[src/rtl/keypad_pkg.sv]
// Shared keypad geometry, scan FSM state type and key-index helper.
package keypad_pkg;

   localparam int NUM_ROWS = 4;
   localparam int NUM_COLS = 4;
   localparam int KEYS     = 16;

   typedef enum logic {
      SETTLE = 1'b0,
      SAMPLE = 1'b1
   } scan_state_t;

   function automatic logic [3:0] key_index(input logic [1:0] col, input logic [1:0] row);
      return 4'(NUM_ROWS * int'(col) + int'(row));
   endfunction

endpackage

[src/rtl/sync_n.sv]
// Multi-flop synchronizer for asynchronous inputs; resets to all-ones (idle pulled-up lines).
module sync_n #(
   parameter int WIDTH = 4,
   parameter int DEPTH = 2
) (
   input  logic             clk_i,
   input  logic             rst_n_i,
   input  logic [WIDTH-1:0] d_i,
   output logic [WIDTH-1:0] q_o
);

   logic [WIDTH-1:0] stage_q [DEPTH];

   if (DEPTH < 2) begin : g_chk_depth
      $error("sync_n: DEPTH must be >= 2");
   end

   always_ff @(posedge clk_i or negedge rst_n_i) begin
      if (!rst_n_i) begin
         for (int i = 0; i < DEPTH; i++) stage_q[i] <= '1;
      end else begin
         stage_q[0] <= d_i;
         for (int i = 1; i < DEPTH; i++) stage_q[i] <= stage_q[i-1];
      end
   end

   assign q_o = stage_q[DEPTH-1];

endmodule

[src/rtl/keypad_scanner.sv]
// 4x4 keypad column scanner producing an atomic 16-bit snapshot once per scan.
// Optional macro GHOST_REJECT_EN: snapshots with more than two keys keep the previous value.
module keypad_scanner
   import keypad_pkg::*;
#(
   parameter int SETTLE_CYCLES = 4,
   parameter int SYNC_STAGES   = 2
) (
   input  logic                clk,
   input  logic                reset,
   input  logic [NUM_ROWS-1:0] rows,
   output logic [NUM_COLS-1:0] cols,
   output logic [KEYS-1:0]     keys_pressed,
   output logic                scan_done
);

   localparam int CNT_W = $clog2(SETTLE_CYCLES + 1);
   localparam logic [CNT_W-1:0] CNT_LAST = CNT_W'(SETTLE_CYCLES - 1);

   if (SYNC_STAGES < 2) begin : g_chk_sync
      $error("keypad_scanner: SYNC_STAGES must be >= 2");
   end
   if (SETTLE_CYCLES < SYNC_STAGES + 1) begin : g_chk_settle
      $error("keypad_scanner: SETTLE_CYCLES must be >= SYNC_STAGES+1");
   end

   scan_state_t         state_q, state_d;
   logic [CNT_W-1:0]    cnt_q, cnt_d;
   logic [1:0]          col_q, col_d;
   logic [KEYS-1:0]     shadow_q, shadow_d;
   logic [KEYS-1:0]     keys_q, keys_d;
   logic                done_q, done_d;
   logic [NUM_COLS-1:0] cols_q;
   logic [NUM_ROWS-1:0] rows_sync;
   logic [KEYS-1:0]     snapshot;

   sync_n #(
      .WIDTH (NUM_ROWS),
      .DEPTH (SYNC_STAGES)
   ) u_row_sync (
      .clk_i   (clk),
      .rst_n_i (reset),
      .d_i     (rows),
      .q_o     (rows_sync)
   );

   // Column 3 nibble comes straight from the rows so the snapshot is complete on its SAMPLE cycle.
   assign snapshot = {~rows_sync, shadow_q[11:0]};

   always_comb begin
      state_d  = state_q;
      cnt_d    = cnt_q;
      col_d    = col_q;
      shadow_d = shadow_q;
      keys_d   = keys_q;
      done_d   = 1'b0;
      case (state_q)
         SETTLE: begin
            if (cnt_q == CNT_LAST) state_d = SAMPLE;
            else                   cnt_d   = cnt_q + CNT_W'(1);
         end
         SAMPLE: begin
            shadow_d[key_index(col_q, 2'd0) +: NUM_ROWS] = ~rows_sync;
            col_d   = col_q + 2'd1;
            cnt_d   = '0;
            state_d = SETTLE;
            if (col_q == 2'd3) begin
               done_d = 1'b1;
`ifdef GHOST_REJECT_EN
               if ($countones(snapshot) <= 2) keys_d = snapshot;
`else
               keys_d = snapshot;
`endif
            end
         end
         default: state_d = SETTLE;
      endcase
   end

   // Column drive lags the FSM by one clock, so each column is visible for the full dwell including SAMPLE.
   always_ff @(posedge clk or negedge reset) begin
      if (!reset) begin
         state_q  <= SETTLE;
         cnt_q    <= '0;
         col_q    <= 2'd0;
         shadow_q <= '0;
         keys_q   <= '0;
         done_q   <= 1'b0;
         cols_q   <= 4'b1111;
      end else begin
         state_q  <= state_d;
         cnt_q    <= cnt_d;
         col_q    <= col_d;
         shadow_q <= shadow_d;
         keys_q   <= keys_d;
         done_q   <= done_d;
         cols_q   <= ~(4'b0001 << col_q);
      end
   end

   assign cols         = cols_q;
   assign keys_pressed = keys_q;
   assign scan_done    = done_q;

endmodule

[config.mk]
export PLATFORM = sky130hd
export DESIGN_NAME = keypad_scanner
export DESIGN_NICKNAME = d
export VERILOG_FILES = /design/src/rtl/keypad_pkg.sv /design/src/rtl/sync_n.sv /design/src/rtl/keypad_scanner.sv
export SDC_FILE = /design/constraint.sdc
export NUM_CORES = 1
export LEC_CHECK = 0
export BUFFER_PORTS_ARGS = -buffer_cell sky130_fd_sc_hd__buf_2
export CAP_MARGIN = 20
export CORE_AREA = 8 8 73 75
export CTS_CLUSTER_SIZE = 8
export DETAILED_ROUTE_END_ITERATION = 10
export DIE_AREA = 0 0 81 83
export GPL_TIMING_DRIVEN = 0
export PLACE_DENSITY_LB_ADDON = 0.3
export SYNTH_ARGS = -nofsm -noshare
export SYNTH_HDL_FRONTEND = slang
export SYNTH_SLANG_ARGS = --single-unit
[constraint.sdc]
create_clock -name clk -period 2.9 [get_ports clk]
set_input_delay 0.145 -clock clk [delete_from_list [all_inputs] [get_ports clk]]
set_output_delay 0.145 -clock clk [all_outputs]
set_load 0.05 [all_outputs]
; After elaboration in Yosys (flattened, before gate mapping)
; Index checks and enable logic that the tools add are counted.
[totals]
out_inout_bits = 21
input_bits = 6
word_cells = 29
regBits = 51
[classes]
n_mux = 7
shift = 3
addsub = 3
bitwise_logic = 3
eq_ne = 3
n_reduce_logical = 1
[op_table]
columns = cell, n
row1 = $bwmux 16, 1
row2 = $shift 4x6->16 const A, 1
row3 = $shiftx 4x6->16, 1
row4 = $not 4->4, 2
row5 = $neg 4->6, 1
row6 = $pmux 3 s2, 1
row7 = $shl 1x2->4 const A, 1
row8 = $add 3x1->3 const B, 1
row9 = $eq 3x2->1 const B, 1
row10 = $mux 1, 3
row11 = $mux 3, 1
row12 = $add 2x1->2 const B, 1
row13 = $eq 2x2->1 const B, 1
row14 = $ne 2x2->1 const B, 1
row15 = $pmux 1 s2, 1
row16 = $reduce_and 2->1, 1
row17 = $not 1->1, 1

; Logic depth before layout (Yosys ltp)
[depth]
depth_word = 3
depth_mapped = 6

; Modules after synthesis
; From an unflattened synthesis, not the netlist that was laid out.
[hier_totals]
hier_cells = 131
hier_area_um2 = 1895.6
[modules_own_cells]
columns = module, instances, cells_each, area_each_um2
row1 = keypad_scanner, 1, 119, 1655.3
row2 = sync_n, 1, 12, 240.2

; Least setup slack after synthesis
; Ideal clock, no wire load.
[synth_timing]
path_kind = register -> register
startpoint = reg col_q[0]
endpoint = reg shadow_q[10]
path_buffers = 2
slack_ps = 897
t_arrival_ps = 1900
stages_incl_launch_ff = 7
synth_period_minus_slack_ps = 2003
setup_time_ps = 103
path_cell_list = dfrtp_1 > clkbuf_1 > inv_1 > ha_1 > or3b_1 > buf_6 > o41ai_2
[synth_via]
elab_chain_cells = 3
word_cells_on_any_way = 4
[synth_rtl]
columns = element, line
row1 = "start, declared", keypad_scanner.sv:29  ; logic [1:0] col_q, col_d;
row2 = "start signal, assigned", keypad_scanner.sv:93  ; col_q <= col_d;
row3 = $neg 4->6 (*), keypad_scanner.sv:63  ; shadow_d[key_index(col_q, 2'd0) +: NUM_ROWS] = ~rows_sync;
row4 = $shiftx 4x6->16 / $shift 4x6->16 (equally long branches), keypad_scanner.sv:63
row5 = $bwmux 16 (*), keypad_scanner.sv:63
row6 = "end signal, assigned", keypad_scanner.sv:94  ; shadow_q <= shadow_d;
row7 = "end, declared", keypad_scanner.sv:30  ; logic [KEYS-1:0] shadow_q, shadow_d;
; Every way passes the cells marked *; elsewhere a longest branch is shown, timed or not.
; A chain may end at the register's enable or synchronous reset.

; Worst setup path after layout
[layout_timing]
startpoint = reg col_q[0]
endpoint = reg shadow_q[8]
; Same word-level chain as after synthesis.

==> impl_metrics.env <==
export IMPL_synth_nets=140
export IMPL_clock_root_buffer="clkbuf_8"
export IMPL_timing_rr_end="shadow_q[8]"
export IMPL_endpoint_kind="register"
export IMPL_track_usage=0.1113
export IMPL_die_h_um=83
export IMPL_critPathSlowestCell="clkbuf_1"
export IMPL_dieWidth_um=81
export IMPL_fin_nets=179
export IMPL_cpPeakStageDelay_ps=440
export IMPL_regToRegStartpoint="col_q[0]"
export IMPL_final_cell_mix="35 x dfrtp_1, 27 x buf_2, 12 x inv_1, 12 x mux2_2, 12 x dfstp_2"
export IMPL_ys_ff_latch=47
export IMPL_antenna_cells=0
export IMPL_coreArea_um2=4204
export IMPL_fp_dieArea_um2=6723
export IMPL_path_cells="clkbuf_1 -> inv_1 -> ha_1 -> or3b_1 -> buf_6 -> o41ai_2"
export IMPL_worstPathArrival_ps=2450
export IMPL_reg2reg_slack_ps=630
export IMPL_rsz0062_at_grt="false"
export IMPL_port_buffers=26
export IMPL_avgSynthCellArea_um2=14.69
export IMPL_final_cells=219
export IMPL_cp_top_family="buffers and inverters"
export IMPL_initial_utilization=0.4437
export IMPL_cts_buffer_depth=2
export IMPL_worst_pin_slew_ps=529.3
export IMPL_synthCells=127
export IMPL_cts_hold_buf=4
export IMPL_totalWireLength_um=3256
export IMPL_clock_latency_ps=290
export IMPL_synthDistinctLibCells=23
export IMPL_rr_worst_depth=6
export IMPL_synth_edff_count=0
export IMPL_layout_commonest_cell="dfrtp_1"
export IMPL_powerDensity_nw_per_um2=539.7
export IMPL_yosysWarnings=0
export IMPL_wire_per_inst_um=14.87
export IMPL_ys_seq_area_frac=0.6385
export IMPL_drc=0
export IMPL_fmax_mhz=440.6
export IMPL_cts_made_buffers=5
export IMPL_max_cap_violations=0
export IMPL_crit_required_ps=3080
export IMPL_startpoint_type="register"
export IMPL_setup_tns_ps=0
export IMPL_grt_overflow=0
export IMPL_path_class="register to register"
export IMPL_grt_max_degree=48
export IMPL_grt_first_pass_wirelength_um=5844
export IMPL_syn_area_um2=1866
export IMPL_antenna_found_initial=0
export IMPL_gp_congestion=0.7900
export IMPL_post_cts_buffers=0
export IMPL_drt_iter0_drc=37
export IMPL_cts_resized=0
export IMPL_ant_nets=0
export IMPL_grt_pass1_vias=1214
export IMPL_area_growth_pct=19.52
export IMPL_crit_path_max_fanout=10
export IMPL_firstDrtPassIters=4
export IMPL_clkSlewWorstSetupHoldPaths_ps=80
export IMPL_dr_total_vias=1098
export IMPL_ir_drop_uv=379.5
export IMPL_row_count=24
export IMPL_setup_violations_final=0
export IMPL_dp_cells=205
export IMPL_relSlewSlack=0.6471
export IMPL_drive_above_1_share=0.4251
export IMPL_clock_sinks=47
export IMPL_finalClockSkew_ps=7.642
export IMPL_outcome="completed"
export IMPL_ys_dominant_reg_cell="dfrtp_1"
export IMPL_hp_class="input pin to asynchronous set/reset pin"
export IMPL_cts_htree_levels=2
export IMPL_io_pins=27
export IMPL_finalCritPeriodShare=0.7826
export IMPL_async_flop_share=1.000
export IMPL_via_per_inst=5.014
export IMPL_hpwl_um=2342
export IMPL_min_period_ps=2270
export IMPL_p_leak_uw=0.001042
export IMPL_crit_buf_inv=3
export IMPL_cts_tree="done"
export IMPL_report_final_slew_viol_count=0
export IMPL_hold_violations=0
[cell families after synthesis]
family,share of synthesized area
fa+ha+maj,0.04695
flops,0.6385
buf+inv,0.03889
compound gates,0.1006
xor+xnor,0.009391
mux,0.09926
simple gates,0.06640
[sequential cells by signal (all words and copies together), names as in the netlist]
name                count
cols                    4
u_row_sync.stage_q      4
col_q                   2
shadow_q               12
scan_done               1
keys_pressed           16
u_row_sync.q_o          4
cnt_q                   3
state_q                 1
[Yosys cell counts (all sizes together) (4+ instances only)]
cell     instances  area [um2]
dfrtp           35       875.8
dfstp           12       315.3
inv             12       45.04
mux2            12       135.1
o2bb2ai          8       70.07
ha               7       87.58
mux2i            5       50.05
nand2            5       21.27
a21bo            4       40.04
nand3b           4       30.03
nand4b           4       35.03
o41ai            4       65.06
[layout make-up]
type                            count  area (um2)
Tap cell                           52       65.06
Buffer                              5       27.53
Fill cell                         387        1974
Clock buffer                        6       82.58
Inverter                           12       45.04
Timing Repair Buffer               32       200.2
Sequential cell                    47        1191
Clock inverter                      2       16.27
Multi-Input combinational cell     63       601.8
[layer usage]
layer	track usage	wire length [um]	vias to the layer above
li1	-	-	512
met1	0.1303	1427	559
met2	0.1774	1591	21
met3	0.04526	183	6
met4	0.03902	54	0
met5	0	0	-
[report_power, final]
| part | internal [uW] | switching (uW) | leakage [uW] |
|---|---|---|---|
| clock | 194 | 206 | 0.0000474 |
| combinational | 35.4 | 67.5 | 0.000463 |
| sequential | 685 | 14.3 | 0.000532 |
| total | 915 | 288 | 0.00104 |
[per-stage QoR]
step	worst slack, ps	area (um2)	hold slack, ps	util	power, uW
floorplan	896.8	1866	-150.6	-	772.6
global placement	712.4	2061	250.7	0.4902	806.5
detailed placement	657.9	2061	251.2	0.4902	809.0
CTS	625.6	2200	43.05	0.5232	1221
global route	492.4	2230	366.7	0.5304	1262
finish	630.4	2230	350.9	0.5304	1203
[worst max path at each step]
stage,depth (start not counted),endpoint,from
floorplan,6,shadow_q[10],col_q[0]
global placement,6,shadow_q[9],col_q[0]
detailed placement,6,shadow_q[8],col_q[0]
CTS,6,shadow_q[8],col_q[0]
global route,6,shadow_q[9],col_q[0]
finish,6,shadow_q[8],col_q[0]
[worst reg2reg max path: stages, from the launching register on]
cell	delay, ps
dfrtp_1	390
clkbuf_1	440
inv_1	180
ha_1	350
or3b_1	360
buf_6	150
o41ai_2	290
Note: power is estimated with default switching activity, not from simulation.
